## src/rtl/jk_ctrl_pkg.sv

```systemverilog
// Shared opcode and FSM encodings for the JK bank arbiter.
// The two opcode bits map directly onto {j,k} for every masked bit.
package jk_ctrl_pkg;

  localparam logic [1:0] OP_HOLD   = 2'b00;
  localparam logic [1:0] OP_CLEAR  = 2'b01;
  localparam logic [1:0] OP_SET    = 2'b10;
  localparam logic [1:0] OP_TOGGLE = 2'b11;

  typedef enum logic [1:0] {
    ST_IDLE  = 2'd0,
    ST_APPLY = 2'd1,
    ST_DONE  = 2'd2
  } state_t;

  typedef struct packed {
    logic [1:0] op;
    logic       id;
  } cmd_t;

endpackage

```

## src/rtl/jk_bank_arbiter_if.sv

```systemverilog
// Requester handshakes plus bank status for the JK bank arbiter.
interface jk_bank_arbiter_if #(parameter int WIDTH = 8) ();
  logic             req0_valid;
  logic [1:0]       req0_op;
  logic [WIDTH-1:0] req0_mask;
  logic             req0_ready;
  logic             req1_valid;
  logic [1:0]       req1_op;
  logic [WIDTH-1:0] req1_mask;
  logic             req1_ready;
  logic [WIDTH-1:0] q;
  logic             done;
  logic             grant_id;

  modport slave (
    input  req0_valid, req0_op, req0_mask,
    input  req1_valid, req1_op, req1_mask,
    output req0_ready, req1_ready, q, done, grant_id
  );

  modport master (
    output req0_valid, req0_op, req0_mask,
    output req1_valid, req1_op, req1_mask,
    input  req0_ready, req1_ready, q, done, grant_id
  );
endinterface

```

## src/rtl/jk_ff_cell.sv

```systemverilog
// One edge-triggered JK flip-flop with asynchronous active-low clear.
module jk_ff_cell (
  input  logic clk,
  input  logic rst_n,
  input  logic j,
  input  logic k,
  output logic out
);

  always_ff @(posedge clk or negedge rst_n) begin
    if (!rst_n) begin
      out <= 1'b0;
    end else begin
      case ({j, k})
        2'b01:   out <= 1'b0;
        2'b10:   out <= 1'b1;
        2'b11:   out <= ~out;
        default: out <= out;
      endcase
    end
  end

endmodule

```

## src/rtl/jk_bank_arbiter.sv

```systemverilog
// Round-robin arbiter sharing a WIDTH-bit JK flip-flop bank between two requesters.
// IDLE accepts one command, APPLY drives J/K for one edge, DONE pulses completion.
module jk_bank_arbiter
  import jk_ctrl_pkg::*;
#(
  parameter int WIDTH = 8
) (
  input  logic               clk,
  input  logic               rst_n,
  jk_bank_arbiter_if.slave   bus
);

  state_t           state, state_nxt;
  cmd_t             cmd;
  logic [WIDTH-1:0] mask;
  logic             rr_last;
  logic             any_valid;
  logic             win_id;
  logic             accept;
  logic [WIDTH-1:0] j_drv, k_drv;
  logic [WIDTH-1:0] q_bank;

  // On a tie the requester that did not win last time gets the bank.
  assign any_valid = bus.req0_valid | bus.req1_valid;
  assign win_id    = (bus.req0_valid & bus.req1_valid) ? ~rr_last : bus.req1_valid;
  assign accept    = (state == ST_IDLE) & any_valid;

  always_ff @(posedge clk or negedge rst_n) begin
    if (!rst_n) state <= ST_IDLE;
    else        state <= state_nxt;
  end

  always_comb begin
    state_nxt = state;
    case (state)
      ST_IDLE:  if (any_valid) state_nxt = ST_APPLY;
      ST_APPLY: state_nxt = ST_DONE;
      ST_DONE:  state_nxt = ST_IDLE;
      default:  state_nxt = ST_IDLE;
    endcase
  end

  always_comb begin
    bus.req0_ready = 1'b0;
    bus.req1_ready = 1'b0;
    bus.done       = 1'b0;
    bus.grant_id   = 1'b0;
    j_drv          = '0;
    k_drv          = '0;
    case (state)
      ST_IDLE: begin
        // Gated by rst_n so ready drops the instant reset asserts.
        bus.req0_ready = rst_n & accept & ~win_id;
        bus.req1_ready = rst_n & accept &  win_id;
      end
      ST_APPLY: begin
        j_drv = mask & {WIDTH{cmd.op[1]}};
        k_drv = mask & {WIDTH{cmd.op[0]}};
      end
      ST_DONE: begin
        bus.done     = 1'b1;
        bus.grant_id = cmd.id;
      end
      default: ;
    endcase
  end

  always_ff @(posedge clk or negedge rst_n) begin
    if (!rst_n) begin
      cmd     <= '0;
      mask    <= '0;
      rr_last <= 1'b1;
    end else if (accept) begin
      cmd.op  <= win_id ? bus.req1_op   : bus.req0_op;
      cmd.id  <= win_id;
      mask    <= win_id ? bus.req1_mask : bus.req0_mask;
      rr_last <= win_id;
    end
  end

  for (genvar i = 0; i < WIDTH; i++) begin : g_cell
    jk_ff_cell u_cell (
      .clk   (clk),
      .rst_n (rst_n),
      .j     (j_drv[i]),
      .k     (k_drv[i]),
      .out   (q_bank[i])
    );
  end

  assign bus.q = q_bank;

endmodule

```

## src/flat_wrapper.sv

```systemverilog
// flat-port wrapper written by rule: the top's interface ports become plain ports
module jk_bank_arbiter_flat import jk_ctrl_pkg::*;
#(
  parameter int WIDTH = 8
)
  (clk, rst_n, bus_req0_valid, bus_req0_op, bus_req0_mask, bus_req1_valid, bus_req1_op, bus_req1_mask, bus_req0_ready, bus_req1_ready, bus_q, bus_done, bus_grant_id);
  jk_bank_arbiter_if #(.WIDTH(WIDTH)) bus_i ();
  input  logic clk;
  input  logic rst_n;
  input wire logic [$bits(bus_i.req0_valid)-1:0] bus_req0_valid;
  input wire logic [$bits(bus_i.req0_op)-1:0] bus_req0_op;
  input wire logic [$bits(bus_i.req0_mask)-1:0] bus_req0_mask;
  input wire logic [$bits(bus_i.req1_valid)-1:0] bus_req1_valid;
  input wire logic [$bits(bus_i.req1_op)-1:0] bus_req1_op;
  input wire logic [$bits(bus_i.req1_mask)-1:0] bus_req1_mask;
  output wire logic [$bits(bus_i.req0_ready)-1:0] bus_req0_ready;
  output wire logic [$bits(bus_i.req1_ready)-1:0] bus_req1_ready;
  output wire logic [$bits(bus_i.q)-1:0] bus_q;
  output wire logic [$bits(bus_i.done)-1:0] bus_done;
  output wire logic [$bits(bus_i.grant_id)-1:0] bus_grant_id;
  assign bus_i.req0_valid = bus_req0_valid;
  assign bus_i.req0_op = bus_req0_op;
  assign bus_i.req0_mask = bus_req0_mask;
  assign bus_i.req1_valid = bus_req1_valid;
  assign bus_i.req1_op = bus_req1_op;
  assign bus_i.req1_mask = bus_req1_mask;
  assign bus_req0_ready = bus_i.req0_ready;
  assign bus_req1_ready = bus_i.req1_ready;
  assign bus_q = bus_i.q;
  assign bus_done = bus_i.done;
  assign bus_grant_id = bus_i.grant_id;
  jk_bank_arbiter #(.WIDTH(WIDTH)) u_core (.clk(clk), .rst_n(rst_n), .bus(bus_i));
endmodule
```

## config.mk

```make
export PLATFORM = sky130hd
export DESIGN_NAME = jk_bank_arbiter_flat
export DESIGN_NICKNAME = d
export VERILOG_FILES = /design/src/rtl/jk_ctrl_pkg.sv /design/src/rtl/jk_bank_arbiter_if.sv /design/src/rtl/jk_ff_cell.sv /design/src/rtl/jk_bank_arbiter.sv /design/src/flat_wrapper.sv
export SDC_FILE = /design/constraint.sdc
export NUM_CORES = 1
export LEC_CHECK = 0
export CAP_MARGIN = 20
export CORE_UTILIZATION = 30
export DETAILED_ROUTE_END_ITERATION = 7
export PLACE_DENSITY = 0.59
export SLEW_MARGIN = 20
export SYNTH_ARGS = -nofsm -noshare
export SYNTH_HDL_FRONTEND = slang
export SYNTH_SLANG_ARGS = --single-unit
export TNS_END_PERCENT = 50
```

## constraint.sdc

```tcl
create_clock -name clk -period 1.35 [get_ports clk]
set_input_delay 0.135 -clock clk [delete_from_list [all_inputs] [get_ports clk]]
set_output_delay 0.135 -clock clk [all_outputs]
set_load 0.02 [all_outputs]
```

* After elaboration in Yosys (flattened, before gate mapping)
Index checks and enable logic that the tools add are counted.
** Cells by class
- Bitwise operators :: 18
- Reduce and logical (&&, ||, !) cells :: 9
- Mux-type cells :: 19
- Eq/ne operators :: 27
** Operator list (number)
- $eq A2 B2 Y1 const B :: 17
- $mux W8 :: 3
- $pmux W1 S3 :: 8
- $reduce_bool A3 Y1 :: 8
- $eq A2 B1 Y1 const B :: 9
- $and A8 B8 Y8 :: 2
- $not A1 Y1 :: 10
- $and A1 B1 Y1 :: 5
- $mux W1 :: 5
- $mux W2 :: 2
- $pmux W2 S2 :: 1
- $logic_not A2 Y1 :: 1
- $ne A2 B1 Y1 const B :: 1
- $or A1 B1 Y1 :: 1
** Storage, ports and cells
- Word-level logic and storage cells :: 86
- Output and inout bits :: 12
- Register bits :: 22
- Input bits :: 24

* Longest topological paths before layout
Gate-level depths: netlist of run 1.
- Word-level depth :: 5
- Mapped depth :: 4
- Gate-level depth less buffers :: 3

* Hierarchy
A second synthesis of run 1 with hierarchy kept.
** Unflattened totals
- Cell total of the unflattened synthesis :: 89
- Area total of the unflattened synthesis :: 1108.6 µm²
** By module, submodules not included
- jk_bank_arbiter :: instances 1, seq. area each 351.6 µm², area an instance 838.3 µm², cells each 65
- jk_ff_cell :: instances 8, seq. area each 25.0 µm², area an instance 33.8 µm², cells each 3

* Worst setup path before layout of run 1
OpenSTA, ideal clock, no wires.
- Path kind :: register -> output
- Start point :: register u_core.rr_last
- End point :: output bus_req1_ready
- Path buffers :: 1
- Cell stages (with the launch flop) :: 4
- Arrival time :: 1.499 ns
- Required time :: 1.215 ns
- Slack :: -0.284 ns
- Cells stage by stage :: dfstp_2 a21bo_4 buf_6 nor4b_1
** Between the ends
- Word-level cells in the longest chain between the ends :: 4
** Ends and longest elaborated chain
- start, declared :: RTL line jk_bank_arbiter.sv:16 : logic rr_last;
- start signal, assigned :: RTL line jk_bank_arbiter.sv:77 : rr_last <= win_id;
- $not A1 Y1 :: RTL line jk_bank_arbiter.sv:25 : assign win_id = (bus.req0_valid & bus.req1_valid) ? ~rr_last : bus.req1_valid;
- $mux W1 :: RTL line jk_bank_arbiter.sv:25
- $and A1 B1 Y1 :: RTL line jk_bank_arbiter.sv:54 : bus.req1_ready = rst_n & accept & win_id;
- $mux W1 :: RTL line jk_bank_arbiter.sv:50 : case (state)
- end, declared :: RTL line flat_wrapper.sv:17 : output wire logic [$bits(bus_i.req1_ready)-1:0] bus_req1_ready;
Every way passes these cells.

* Final worst setup path of run 1
- Start point :: register u_core.rr_last
- End point :: register u_core.mask[1]
** Between the ends
- Word-level cells in the longest chain between the ends :: 3
** Ends and longest elaborated chain
- $not A1 Y1 :: RTL line jk_bank_arbiter.sv:25
- $mux W1 :: RTL line jk_bank_arbiter.sv:25
- $mux W8 :: RTL line jk_bank_arbiter.sv:76 : mask <= win_id ? bus.req1_mask : bus.req0_mask;
- end signal, assigned :: RTL line jk_bank_arbiter.sv:76
- end, declared :: RTL line jk_bank_arbiter.sv:15 : logic [WIDTH-1:0] mask;
Every way passes these cells.
A chain may end at the register's enable or synchronous reset.

==> results.cfg, run 1 <==
[synthesis]
synth_cell_type_count = 19
netlist.area_leader.share = 0.475
synth_ff_type = dfrtp_1
yosys_warnings = 0
yosysSeqAreaShare = 0.498
postSynthCellCount = 84
synth_top_area_cell = dfrtp_1
syn-cell-area_mm2 = 0.00111
syn_avg_cell_area_um2 = 13.2
synth-edff-count = 0
synth_nets = 108
ys_ff_latch = 22
synth.area.top_cells = dfrtp_1, mux2_4, buf_4
async_flop_share = 1.00

[die]
dieHeight_um = 62.8
placementRows = 21
core-area_mm2 = 0.00344
start_util = 0.322
die_area_mm2 = 0.00394
io_pins = 36
die_w_um = 62.8

[power_and_ir_drop]
power_mw = 3.45
vdd_drop_max_uv = 561
powerDensity_mw_per_mm2 = 2120
p_leak_nw = 0.743

[setup_path]
worst-path-max-fanout = 7
worst-setup-path-type = flip-flop to flip-flop
crit_top_cell = mux2_4
worst_setup_path_end_kind = flip-flop
startpoint_type = flip-flop
slowest_delay_ps = 550
cp_top_family = multiplexers
required_ps = 1500
cpMaxStageDelayCell = dfstp_2
cp.arrival_ps = 1690
path_cells = a21bo_4, buf_8, mux2_4, mux2_4
critPathBufInv = 1

[finish]
final_cell_mix = clkdlybuf4s50_1, dfrtp_1, mux2_4
drive_gt1_frac = 0.392
multi_input_area_um2 = 500
area_growth_pct = 47.2
post-route-util = 0.474
nets = 150
layout_commonest_cell = clkdlybuf4s50_1
nFillCells = 312
diodes = 0
ff_latch_area_um2 = 552

[cts]
cts_buffer_depth = 2
cts_tree = done
clock_latency_ps = 260
path_clk_slew_ps = 80
numCtsBuffers = 3
clockRootBuffer = clkbuf_8
cts.sinks = 22
htreeDepth = 1

[detailed_routing]
wl_per_cell_um = 13.8
vias = 802
drtPass1Iterations = 4
viasPerCell = 4.69
drcViolationCount = 0
wirelength_um = 2360
drtAntennaViolNets = 0
first_iter_violations = 56

[sta]
rsz0062_at_grt = yes
slew_viol_final = 0
setup_violations = 12
period_minus_slack_ps = 1540
finalClockSkew_ps = 1.48
final_hold_viol_count = 0
fin_crit_sh = 1.14
fmax_mhz = 649
whs_ps = 272
fin_ws_ps = -192
setup_tns_ps = -1870
slew_headroom = 0.851
tightest_slew_ps = 223

[global_route]
grt_pass1_vias = 752
antenna_found_initial = 0
grt-ovfl-total = 0
grt_usage = 0.122
grt_pass1_wl_um = 3660
grt_start_max_net_pins = 18

[hold_path]
hold_class = input port to async pin

[outcome]
outcome = finished with violations
violations = negative setup slack

[place]
dp_hpwl_um = 1670
gp_congestion = 0.746
io_buffers = 35

[job]
maxCapViolCount = 0
metal layers:
metal / vias to the layer above / GRT usage / routed length [um]
met3: 2 / 0.0182 / 86
met2: 29 / 0.194 / 1090
met4: 0 / 0.0698 / 23
met5: - / 0 / 0
li1: 377 / - / -
met1: 394 / 0.157 / 1160
final timing paths:
| path | slack, ps | cells after the start | from | to |
|---|---|---|---|---|
| setup / recovery | -190 | 4 | u_core.rr_last | u_core.mask[1] |
| hold / removal | 270 | 2 | rst_n | u_core.cmd[1] |
| setup reg to reg | -190 | 4 | u_core.rr_last | u_core.mask[1] |
| hold reg to reg | 480 | 1 | u_core.mask[1] | u_core.g_cell[1].u_cell.out |
| max in group asynchronous | 830 | 2 | rst_n | u_core.g_cell[5].u_cell.out |
| min in group clk | 480 | 1 | u_core.mask[1] | u_core.g_cell[1].u_cell.out |
where the power goes:
group | leakage, nW | internal [mW] | switching, mW
Sequential | 0.254 | 1.01 | 0.248
Clock | 0.0288 | 0.260 | 0.203
Combinational | 0.460 | 0.977 | 0.752
logic make-up (layout without fill, tap and decap cells):
family | count (synthesis) | in the layout | share of synthesized area
flip-flops | 22 | 22 | 0.498
AND/OR/NAND/NOR | 8 | 8 | 0.0486
buffers and inverters | 13 | 54 | 0.0814
multiplexers | 20 | 20 | 0.251
AO/OA/AOI/OAI | 21 | 21 | 0.121
final cells by class:
| class | count | area share |
|---|---|---|
| timing repair buffer | 49 | 0.283 |
| tap | 46 | 0.0353 |
| multi-input combinational | 49 | 0.307 |
| clock buffer | 4 | 0.0338 |
| sequential | 22 | 0.338 |
| inverter | 1 | 0.00230 |
state kept, by name (all words and copies together), names as in the netlist:
register,cells
u_core.cmd,3
u_core.g_cell.u_cell.out,8
u_core.mask,8
u_core.rr_last,1
u_core.state,2
metrics by stage:
step	cell area (um^2)	setup slack, ps	instances
global placement	1530	-564	165
floorplan	1120	-118	84
finish	1630	-192	171
CTS	1620	-187	170
detailed placement	1530	-574	165
global route	1630	-209	171
repair_timing:
action / CTS / global route
pin swaps: 1 / 0
endpoints found under the setup margin: 22 / 22
hold buffers: 0 / 0
resized for setup: 43 / 3
gates cloned: 0 / 0
setup buffers: 1 / 1
synthesized netlist by cell type, drive strengths merged (2+ instances only):
library cell and number:
mux2 20, a21oi 9, a31oi 9, dfrtp 21, clkbuf 2, and2 2, buf 10, nor2b 2
Power figures use the tool's default switching activity.
==> run 2: changes to the inputs <==
--- a/config.mk
+++ b/config.mk
@@ -8,7 +8,8 @@
 export CAP_MARGIN = 20
 export CORE_UTILIZATION = 30
 export DETAILED_ROUTE_END_ITERATION = 7
-export PLACE_DENSITY = 0.59
+export MAX_ROUTING_LAYER = met4
+export PLACE_DENSITY = 0.57
 export SLEW_MARGIN = 20
 export SYNTH_ARGS = -nofsm -noshare
 export SYNTH_HDL_FRONTEND = slang
==> constraint.sdc (replaced) <==
create_clock -name clk -period 1.85 [get_ports clk]
set_input_delay 0.185 -clock clk [delete_from_list [all_inputs] [get_ports clk]]
set_output_delay 0.185 -clock clk [all_outputs]
set_load 0.02 [all_outputs]
==> run 2 against run 1 <==
Net effect:
- flip-flop and latch count stayed put
- first-iteration DRC count down 32%
- sequential power decreased by 27%
- critical endpoint is now bus_req1_ready
- global-route usage increased by 0.64 points
- sequential share of layout area is 1.8 points higher
- cell area shrank 5.1%
- the flow now finishes without violations
- wire length is 5.0% lower
- worst hold slack better by 10 ps
- critical path type is now input port to output port
- cell count decreased by 2.9%
- count of clock-buffer cells in the layout did not move
- clock skew grew 1.7 ps
==> results.cfg, run 2 (synthesized netlist as in run 1, its figures left out) <==
[outcome]
outcome = completed

[cts]
htreeDepth = 1
cts_tree = done
clock_latency_ps = 260
cts.sinks = 22
clockRootBuffer = clkbuf_8
path_clk_slew_ps = 80
cts_hold_buf = 0
numCtsBuffers = 3
cts_buffer_depth = 2

[setup_path]
worst_setup_path_end_kind = output port
timing.rr.start = u_core.rr_last
startpoint_type = input port
worst_r2r_path_depth = 4
reg2reg_slack_ps = 240
worst-setup-path-type = input port to output port
cp.arrival_ps = 1580
worst-path-max-fanout = 2
required_ps = 1660
reg2reg_to = u_core.mask[0]

[sta]
rsz0062_at_grt = no
whs_ps = 283
period_minus_slack_ps = 1760
slew_headroom = 0.773
setup_violations = 0
fin_crit_sh = 0.952
final_hold_viol_count = 0
fmax_mhz = 568
finalClockSkew_ps = 3.13
slew_viol_final = 0
tightest_slew_ps = 341

[detailed_routing]
drtAntennaViolNets = 0
drtPass1Iterations = 4
wl_per_cell_um = 13.5
drcViolationCount = 0
first_iter_violations = 38
wirelength_um = 2240
vias = 802
viasPerCell = 4.83

[finish]
diodes = 0
top_regs = u_core.g_cell.u_cell.out: 8 flops, u_core.mask: 8 flops, u_core.cmd: 3 flops
layout_commonest_cell = clkdlybuf4s50_1
nets = 145
post-route-util = 0.450
final_cell_mix = clkdlybuf4s50_1, dfrtp_1, mux2_4
drive_gt1_frac = 0.308
nFillCells = 331
area_growth_pct = 39.8
finalInstanceArea_mm2 = 0.00155

[die]
core-area_mm2 = 0.00344
start_util = 0.322
dieHeight_um = 62.8
die_w_um = 62.8
die_area_mm2 = 0.00394
placementRows = 21
io_pins = 36

[global_route]
gr-usage-met3 = 0.0274
top_usage_layer = met2
grt_start_max_net_pins = 17
antenna_found_initial = 0
grt-ovfl-total = 0
grt_pass1_wl_um = 3650
met1_usage = 0.170
grt_pass1_vias = 737
use_met2 = 0.182
grt_usage = 0.128

[power_and_ir_drop]
powerDensity_mw_per_mm2 = 1550
power_mw = 2.40
vdd_drop_max_uv = 400
p_leak_nw = 0.680

[place]
dpl_cell_area_mm2 = 0.00150
dp_hpwl_um = 1590
io_buffers = 35
gp_congestion = 0.704

[job]
maxCapViolCount = 0

[hold_path]
hold_class = input port to async pin
## run 2: repair_timing
item | 4_1_cts | 5_1_grt
endpoints found under the setup margin | 3 | 1
gates cloned | 0 | 0
gates resized for setup | 4 | 2
hold endpoints to repair | 0 | 0
buffers inserted | 0 | 0
## run 2: metal layers
metal	share of wire	vias to the layer above
li1	-	369
met1	0.47	391
met2	0.44	37
met4	0.024	0
met3	0.064	5
met5	0	-
## run 2: final cells by class
cell class	instances	area (um^2)	area share
flip-flops and latches	22	552	0.357
multi-input cells	49	465	0.301
repair buffers	44	414	0.268
well taps	46	57.6	0.0372
clock buffers	4	55.1	0.0356
inverters	1	3.75	0.00243
## run 2: worst max-delay path, stage by stage
cell	delay, ps
clkdlybuf4s50_1	470
a21bo_4	230
nor4b_1	310
dlygate4sd2_1	380
## run 2: through the flow
step	cells	setup TNS [ps]	setup WS [ps]
final	166	0	89.1
after global routing	166	0	6.23
after CTS	166	0	4.63
after detailed placement	162	-431	-241
after global placement	162	-402	-226
after floorplan	84	0	166
## run 2: where the power goes
group / total, mW / switching, mW / internal (mW)
clock: 0.346 / 0.157 / 0.190
sequential: 0.918 / 0.179 / 0.739
combinational: 1.14 / 0.502 / 0.635
total: 2.40 / 0.837 / 1.56
## run 2: worst max-delay path by stage
stage / endpoint / from / slack (ps) / cells after the start
global route: bus_req1_ready / bus_req1_valid / 6 / 4
CTS: bus_req0_ready / u_core.rr_last / 5 / 4
detailed placement: bus_req1_ready / bus_req1_valid / -240 / 4
floorplan: bus_req1_ready / u_core.rr_last / 170 / 3
global placement: bus_req1_ready / bus_req1_valid / -230 / 4
finish: bus_req1_ready / bus_req1_valid / 90 / 4
==> run 3: changes to the inputs <==
--- a/config.mk
+++ b/config.mk
@@ -6,10 +6,12 @@
 export NUM_CORES = 1
 export LEC_CHECK = 0
 export CAP_MARGIN = 20
+export CELL_PAD_IN_SITES_DETAIL_PLACEMENT = 0
+export CELL_PAD_IN_SITES_GLOBAL_PLACEMENT = 1
 export CORE_UTILIZATION = 30
 export DETAILED_ROUTE_END_ITERATION = 7
 export MAX_ROUTING_LAYER = met4
-export PLACE_DENSITY = 0.57
+export PLACE_DENSITY = 0.69
 export SLEW_MARGIN = 20
 export SYNTH_ARGS = -nofsm -noshare
 export SYNTH_HDL_FRONTEND = slang
==> run 3 against run 2 <==
Net effect:
- critical endpoint unchanged
- count of clock-buffer cells in the layout is 1 lower
- cell area increased by 0.57%
- global-route usage fell by 0.41 points
- critical path depth did not move
==> results.cfg, run 3 (synthesized netlist as in run 1, its figures left out) <==
[finish]
layout_commonest_cell = clkdlybuf4s50_1
final_cell_mix = clkdlybuf4s50_1, dfrtp_1, mux2_4
multi_input_area_um2 = 465
top_regs = u_core.g_cell.u_cell.out: 8 flops, u_core.mask: 8 flops, u_core.cmd: 3 flops
nFillCells = 333
ff_latch_area_um2 = 552
post-route-util = 0.452
nets = 144
diodes = 0
drive_gt1_frac = 0.303
area_growth_pct = 40.6

[detailed_routing]
wirelength_um = 2160
viasPerCell = 4.70
drtAntennaViolNets = 0
first_iter_violations = 50
drtPass1Iterations = 4
wl_per_cell_um = 13.1
drcViolationCount = 0
vias = 776

[cts]
htreeDepth = 1
path_clk_slew_ps = 70
numCtsBuffers = 3
cts.sinks = 22
clockRootBuffer = clkbuf_8
clock_latency_ps = 260
cts_tree = done
cts_buffer_depth = 2

[setup_path]
worst-path-max-fanout = 2
cp.arrival_ps = 1580
worst-setup-path-type = input port to output port
startpoint_type = input port
worst_setup_path_end_kind = output port
required_ps = 1660
reg2reg_slack_ps = 260

[sta]
finalClockSkew_ps = 3.03
tightest_slew_ps = 334
fin_crit_sh = 0.954
final_hold_viol_count = 0
rsz0062_at_grt = no
fmax_mhz = 567
period_minus_slack_ps = 1760
setup_violations = 0
slew_viol_final = 0
fin_ws_ps = 85.5
slew_headroom = 0.777

[power_and_ir_drop]
vdd_drop_max_uv = 495
powerDensity_mw_per_mm2 = 1590
p_leak_nw = 0.682

[global_route]
grt_pass1_wl_um = 3590
antenna_found_initial = 0
grt_start_max_net_pins = 23
grt_pass1_vias = 738
grt_usage = 0.124
grt-ovfl-total = 0

[die]
start_util = 0.322
die_w_um = 62.8
dieHeight_um = 62.8
io_pins = 36
placementRows = 21
die_area_mm2 = 0.00394
core-area_mm2 = 0.00344

[outcome]
outcome = completed

[place]
gp_congestion = 0.706
io_buffers = 35
dp_hpwl_um = 1560
detailedPlace.worstSlack_ps = -227

[job]
maxCapViolCount = 0

[hold_path]
hold_class = input port to async pin
## run 3: cell count changes in the layout (fill, tap and decap cells not counted)
cell / delta
buf_4: -1
bufinv_16: +1
clkbuf_8: -1
## run 3: stage by stage
step                      cell area [um^2]  hold slack (ps)  total power [mW]  TNS, ps  std cells
final                                 1560              459              2.48        0        165
after CTS                             1560              465              2.51        0        165
after detailed placement              1490              466              2.07     -437        161
after global routing                  1560              489              2.65        0        165
after global placement                1490              459              2.04     -418        161
after floorplan                       1110             -111              1.75        0         84
## run 3: area by class of cell
cell class | count | area share
inverters | 1 | 0.00241
repair buffers | 43 | 0.261
clock buffers | 3 | 0.0265
well taps | 46 | 0.0370
multi-input cells | 49 | 0.299
flip-flops and latches | 22 | 0.355
clock inverters | 1 | 0.0193
## run 3: critical path: stages
cell and delay, ps:
clkdlybuf4s50_1 470, a21bo_4 230, nor4b_1 310, dlygate4sd2_1 380
## run 3: worst paths after layout
check                      depth (start not counted)           start                           to
max in group asynchronous                          3           rst_n               u_core.rr_last
max                                                4  bus_req1_valid               bus_req1_ready
min reg2reg                                        1  u_core.mask[2]  u_core.g_cell[2].u_cell.out
min                                                3           rst_n                u_core.cmd[1]
min in group clk                                   1  u_core.mask[2]  u_core.g_cell[2].u_cell.out
max reg2reg                                        4  u_core.rr_last                u_core.cmd[1]
## run 3: power by group
group	switching (mW)	total, mW	internal (mW)
sequential	0.174	0.913	0.739
combinational	0.491	1.13	0.634
clock	0.151	0.440	0.289
## run 3: routing by layer
| layer | GRT usage | share of wire |
|---|---|---|
| met1 | 0.146 | 0.46 |
| met2 | 0.194 | 0.46 |
| met3 | 0.0292 | 0.059 |
| met4 | 0.0698 | 0.026 |
| met5 | - | 0 |
## run 3: repair_timing
action / in CTS / in global routing
hold buffers: 0 / 0
cloned: 0 / 0
setup endpoints to repair: 3 / 1
gates resized for setup: 5 / 1
buffers inserted: 0 / 0
==> edit 1: new RTL, settings of run 3 <==
`WIDTH` is set to 8 in 3 places; all go to 12.
--- a/src/rtl/jk_bank_arbiter_if.sv
+++ b/src/rtl/jk_bank_arbiter_if.sv
@@ -1,5 +1,5 @@
 // Requester handshakes plus bank status for the JK bank arbiter.
-interface jk_bank_arbiter_if #(parameter int WIDTH = 8) ();
+interface jk_bank_arbiter_if #(parameter int WIDTH = 12) ();
   logic             req0_valid;
   logic [1:0]       req0_op;
   logic [WIDTH-1:0] req0_mask;
--- a/src/rtl/jk_bank_arbiter.sv
+++ b/src/rtl/jk_bank_arbiter.sv
@@ -3,7 +3,7 @@
 module jk_bank_arbiter
   import jk_ctrl_pkg::*;
 #(
-  parameter int WIDTH = 8
+  parameter int WIDTH = 12
 ) (
   input  logic               clk,
   input  logic               rst_n,
--- a/src/flat_wrapper.sv
+++ b/src/flat_wrapper.sv
@@ -1,7 +1,7 @@
 // flat-port wrapper written by rule: the top's interface ports become plain ports
 module jk_bank_arbiter_flat import jk_ctrl_pkg::*;
 #(
-  parameter int WIDTH = 8
+  parameter int WIDTH = 12
 )
   (clk, rst_n, bus_req0_valid, bus_req0_op, bus_req0_mask, bus_req1_valid, bus_req1_op, bus_req1_mask, bus_req0_ready, bus_req1_ready, bus_q, bus_done, bus_grant_id);
   jk_bank_arbiter_if #(.WIDTH(WIDTH)) bus_i ();
Interface: changed (resized bus_q, bus_req0_mask and bus_req1_mask); port bits go from 36 to 48. No check against the original RTL was run, so the function may have changed too.
==> edit 1 against run 3 <==
  * Total power grew 33%
  * Register-to-register slack lost 0.18 ns
  * Design area up 33%
  * Worst setup slack got worse by 0.0028 ns
  * Sequential share of layout area increased by 0.93 points
  * Wire length grew 44%
  * Critical path depth up 1
  * Area after synthesis is 35% higher
  * Die area rose by 34%
  * Non-clock buffer count up 14
  * Sequential cell count increased by 8
  * Critical path type is now reg2reg
  * Largest cell class unchanged
==> edit 1: results (changes against run 3) <==
<table>
<tr><th>Metric</th><th>Value</th></tr>
<tr><th colspan="2">Layout</th></tr>
<tr><td>Leading registers by flop count</td><td>u_core.g_cell.u_cell.out: 12 flops, u_core.mask: 12 flops, u_core.cmd: 3 flops</td></tr>
<tr><td>Fraction of final layout cells with drive strength greater than 1</td><td>29.8% (-0.44 points)</td></tr>
<tr><td>Final #Nets</td><td>192 (+33%)</td></tr>
<tr><td>Number of fill cells in the layout</td><td>438 (+32%)</td></tr>
<tr><th colspan="2">Placed design</th></tr>
<tr><td>Detailed Place HPWL</td><td>2180 um (+39%)</td></tr>
<tr><td>Placer congestion estimate</td><td>0.713 (+1.0%)</td></tr>
<tr><td>Place WS</td><td>-0.193 ns (+0.0337 ns)</td></tr>
<tr><th colspan="2">GRT</th></tr>
<tr><td>Via count of the first global-routing pass</td><td>1,063 (+44%)</td></tr>
<tr><td>Aggregate global-route resource usage</td><td>14.0% (+1.5 points)</td></tr>
<tr><td>Largest net degree at the start of global routing</td><td>26 (+13%)</td></tr>
<tr><th colspan="2">Routing</th></tr>
<tr><td>Ratio of routed vias to standard cells</td><td>4.57 (-2.9%)</td></tr>
<tr><td>Detailed router's first-iteration violation count</td><td>93 (+86%)</td></tr>
<tr><td>Routed wirelength normalized by instance count</td><td>13.6 um (+3.9%)</td></tr>
<tr><th colspan="2">Worst setup path</th></tr>
<tr><td>Minimum setup slack among reg-to-reg paths</td><td>0.08 ns (-0.18 ns)</td></tr>
<tr><td>Number of cells on the worst reg-to-reg path</td><td>5 (+1)</td></tr>
<tr><td>CP Data Arrival Time</td><td>1.93 ns (+0.35 ns)</td></tr>
<tr><td>Biggest fanout along the worst timing path</td><td>9 (+7)</td></tr>
<tr><th colspan="2">STA</th></tr>
<tr><td>Slew at the pin closest to its max-slew limit</td><td>0.508 ns (+0.174 ns)</td></tr>
<tr><td>Final worst clock skew</td><td>0.00376 ns (+0.000731 ns)</td></tr>
<tr><td>Max frequency</td><td>0.566 GHz (-0.16%)</td></tr>
<tr><th colspan="2">Run status</th></tr>
<tr><td>Result of the run</td><td>complete, no violations</td></tr>
<tr><th colspan="2">Logic synthesis</th></tr>
<tr><td>Post-Syn Nets</td><td>146 (+35%)</td></tr>
<tr><td>Synthesized instance count</td><td>114 (+36%)</td></tr>
<tr><td>Cells taking the most area after synthesis</td><td>sky130_fd_sc_hd__dfrtp_1, sky130_fd_sc_hd__mux2_4, sky130_fd_sc_hd__mux2_2</td></tr>
<tr><th colspan="2">CTS</th></tr>
<tr><td>Number of buffers created by CTS</td><td>5 (+2)</td></tr>
<tr><td>Number of gates resized after CTS</td><td>4 (-1)</td></tr>
<tr><th colspan="2">Power and ir drop</th></tr>
<tr><td>Switch Pwr</td><td>1.15 mW (+40%)</td></tr>
<tr><td>Leakage power</td><td>0.886 nW (+30%)</td></tr>
</table>
[edit 1: changes by cell type in the layout (fill, tap and decap cells not counted), moves of 3 or more]
cell and delta:
sky130_fd_sc_hd__dfrtp_1 +8, sky130_fd_sc_hd__clkbuf_8 +3, sky130_fd_sc_hd__a31oi_1 +4, sky130_fd_sc_hd__a21oi_1 +4
sky130_fd_sc_hd__clkdlybuf4s50_1 +12, sky130_fd_sc_hd__mux2_2 +8
[edit 1: layout make-up]
cell class	count	area share, %
Clock inverter	1	0.242
Inverter	1	0.182
Clock buffer	7	4.18
Sequential cell	30	36.4
Timing Repair Buffer	57	26.2
Tap cell	67	4.06
Multi-Input combinational cell	65	28.8
[edit 1: worst max-delay path, stage by stage (launching register included)]
cell	delay (ns)
sky130_fd_sc_hd__dfstp_2	0.53
sky130_fd_sc_hd__a21bo_1	0.12
sky130_fd_sc_hd__buf_4	0.19
sky130_fd_sc_hd__buf_6	0.18
sky130_fd_sc_hd__mux2_2	0.35
sky130_fd_sc_hd__mux2_2	0.27
[edit 1: final timing paths]
path                                             from                                       to
min in group clk           u_core.mask[8]$_DFFE_PN0P_  u_core.g_cell[8].u_cell.out$_DFFE_PN0P_
max in group asynchronous                       rst_n               u_core.rr_last$_DFFE_PN1P_
min reg2reg                u_core.mask[8]$_DFFE_PN0P_  u_core.g_cell[8].u_cell.out$_DFFE_PN0P_
max reg2reg                u_core.rr_last$_DFFE_PN1P_               u_core.mask[6]$_DFFE_PN0P_
min                                             rst_n              u_core.state[1]$_DFFE_PN0P_
max                        u_core.rr_last$_DFFE_PN1P_               u_core.mask[6]$_DFFE_PN0P_
[edit 1: routing by layer]
| layer | up-vias | routed length [um] | GRT usage [%] |
|---|---|---|---|
| met5 | - | 0 | - |
| met4 | 0 | 42 | 6.54 |
| met3 | 4 | 234 | 4.86 |
| met1 | 492 | 1420 | 16.3 |
| met2 | 51 | 1400 | 21.6 |
| li1 | 494 | - | - |
[edit 1: through the flow]
stage | hold WS, ns | util, % | TNS, ns
final | 0.340 | 43.5 | 0
after global routing | 0.346 | 43.5 | 0
after CTS | 0.336 | 43.5 | 0
after detailed placement | 0.468 | 41.6 | -1.65
after global placement | 0.452 | 41.6 | -1.60
after floorplan | -0.111 | - | 0
[edit 1: power groups by stage]
stage | sequential, mW | combinational [mW] | clock (mW)
after floorplan | 1.21 | 1.16 | 0
after global placement | 1.24 | 1.50 | 0
after detailed placement | 1.26 | 1.53 | 0
after CTS | 1.25 | 1.53 | 0.549
after global routing | 1.31 | 1.64 | 0.586
final | 1.25 | 1.50 | 0.530
[edit 1: kinds of logic after synthesis]
family / Yosys count / synth area share, %
compound gates: 29 / 11.6
simple gates: 8 / 3.61
flops: 30 / 50.4
buf+inv: 19 / 9.73
mux: 28 / 24.7
==> edit 2: new RTL, config.mk and constraints of run 3 <==
Made on the original files. Encoding of `state_t`: now one-hot (3 bits for 3 states).
--- a/src/rtl/jk_ctrl_pkg.sv
+++ b/src/rtl/jk_ctrl_pkg.sv
@@ -7,10 +7,10 @@
   localparam logic [1:0] OP_SET    = 2'b10;
   localparam logic [1:0] OP_TOGGLE = 2'b11;
 
-  typedef enum logic [1:0] {
-    ST_IDLE  = 2'd0,
-    ST_APPLY = 2'd1,
-    ST_DONE  = 2'd2
+  typedef enum logic [2:0] {
+    ST_IDLE  = 3'b001,
+    ST_APPLY = 3'b010,
+    ST_DONE  = 3'b100
   } state_t;
 
   typedef struct packed {
Behaviour: no difference found for any inputs over 10 cycles, from zero or initial values and one cycle with rst_n low; not proved beyond that.
==> edit 2 against run 3 <==
  * Synthesized cell count is 7.1% higher
  * Count of clock-buffer cells in the layout is 1 higher
  * Sequential cell count is 1 higher
  * Total power is 1.5% higher
  * Area after synthesis is 4.0% higher
  * Register-to-register slack better by 0.13 ns
  * Sequential share of layout area is 1.2 points higher
  * Wire length is 17% higher
  * Design area is 1.4% higher
  * Worst setup slack better by 0.030 ns
  * Largest cell class unchanged
==> edit 2: results (changes against run 3) <==
<table>
<tr><th>Metric</th><th>Value</th></tr>
<tr><th colspan="2">Layout</th></tr>
<tr><td>Final #Nets</td><td>152 (+5.6%)</td></tr>
<tr><td>Number of fill cells in the layout</td><td>365 (+9.6%)</td></tr>
<tr><td>Fraction of final layout cells with drive strength greater than 1</td><td>26.8% (-3.5 points)</td></tr>
<tr><td>Leading registers by flop count</td><td>u_core.g_cell.u_cell.out: 8 flops, u_core.mask: 8 flops</td></tr>
<tr><th colspan="2">Placed design</th></tr>
<tr><td>Placed Cells incl. Taps</td><td>171 (+6.2%)</td></tr>
<tr><td>Place WS</td><td>-0.0511 ns (+0.176 ns)</td></tr>
<tr><td>Placer congestion estimate</td><td>0.743 (+5.3%)</td></tr>
<tr><td>Detailed Place HPWL</td><td>1880 um (+21%)</td></tr>
<tr><td>Area after DPL</td><td>1540 um2 (+3.2%)</td></tr>
<tr><th colspan="2">Worst setup path</th></tr>
<tr><td>Number of cells on the worst reg-to-reg path</td><td>5 (+1)</td></tr>
<tr><td>Critical path's largest stage delay</td><td>0.54 ns (+0.07 ns)</td></tr>
<tr><td>Slowest stage cell on the critical path</td><td>sky130_fd_sc_hd__dfstp_2</td></tr>
<tr><td>Biggest fanout along the worst timing path</td><td>4 (+2)</td></tr>
<tr><td>Cell family contributing the most delay on the critical path</td><td>flip-flops</td></tr>
<tr><th colspan="2">Run status</th></tr>
<tr><td>Result of the run</td><td>complete, no violations</td></tr>
<tr><th colspan="2">Routing</th></tr>
<tr><td>Wire length on met1</td><td>1050 um (+6.5%)</td></tr>
<tr><td>Ratio of routed vias to standard cells</td><td>4.97 (+5.7%)</td></tr>
<tr><td>Detailed router's first-iteration violation count</td><td>31 (-38%)</td></tr>
<tr><td>Met2 routed WL</td><td>1370 um (+39%)</td></tr>
<tr><th colspan="2">Power and ir drop</th></tr>
<tr><td>Largest voltage drop on the vdd net</td><td>0.796 mV (+61%)</td></tr>
<tr><th colspan="2">STA</th></tr>
<tr><td>Worst slew margin</td><td>72.7% (-5.0 points)</td></tr>
<tr><td>Worst hold margin</td><td>0.335 ns (-0.124 ns)</td></tr>
<tr><th colspan="2">Logic synthesis</th></tr>
<tr><td>Post-synthesis sequential area ratio</td><td>50.2% (+0.39 points)</td></tr>
<tr><td>Post-Syn Nets</td><td>114 (+5.6%)</td></tr>
<tr><td>Cells taking the most area after synthesis</td><td>sky130_fd_sc_hd__dfrtp_1, sky130_fd_sc_hd__a2bb2oi_2, sky130_fd_sc_hd__o32ai_1</td></tr>
<tr><th colspan="2">GRT</th></tr>
<tr><td>Via count of the first global-routing pass</td><td>924 (+25%)</td></tr>
</table>
## edit 2: cell count changes in the layout (fill, tap and decap cells not counted), sizes merged, moves of 2 or more
cell     change
a2bb2oi     +10
buf          +6
mux2        -20
nand2        +2
nor3b        +3
o32ai        +9
## edit 2: kinds of logic (layout without fill, tap and decap cells)
logic type	Yosys count	in the layout	synth area share (%)
flops	23	23	50.2
compound gates	40	40	31.3
buf+inv	15	52	10.3
simple gates	12	12	8.15
## edit 2: power by group
group	total [mW]	switching, mW	internal (mW)
Sequential	0.970	0.202	0.768
Clock	0.302	0.149	0.153
Combinational	1.24	0.556	0.688
## edit 2: worst max path at each step
stage | start | to | slack, ns | cells after the start
after global placement | u_core.state[0]$_DFFE_PN1P_ | bus_req1_ready | -0.02 | 4
after floorplan | u_core.state[2]$_DFFE_PN0P_ | bus_grant_id | 0.34 | 2
after global routing | u_core.state[0]$_DFFE_PN1P_ | bus_req1_ready | 0.02 | 4
final | u_core.state[0]$_DFFE_PN1P_ | bus_req1_ready | 0.12 | 4
after detailed placement | u_core.state[0]$_DFFE_PN1P_ | bus_req1_ready | -0.05 | 4
after CTS | u_core.state[2]$_DFFE_PN0P_ | bus_done | 0.02 | 3
## edit 2: area by class of cell
class	count	area, um2	share of cell area, %
Tap cell	48	60.1	3.81
Clock buffer	4	45.0	2.85
Multi-Input combinational cell	52	459	29.1
Inverter	1	3.75	0.238
Timing Repair Buffer	47	432	27.4
Sequential cell	23	578	36.6
## edit 2: layer usage
metal / track usage [%] / vias up
met5: - / -
met4: 3.41 / 0
met3: 3.75 / 2
met2: 25.8 / 23
met1: 15.5 / 425
li1: - / 420
## edit 2: repair_timing
action                                 CTS  global route
gates resized for setup                  9             2
endpoints found under the hold margin    0             0
hold buffers                             0             0
setup endpoints to repair                4             2
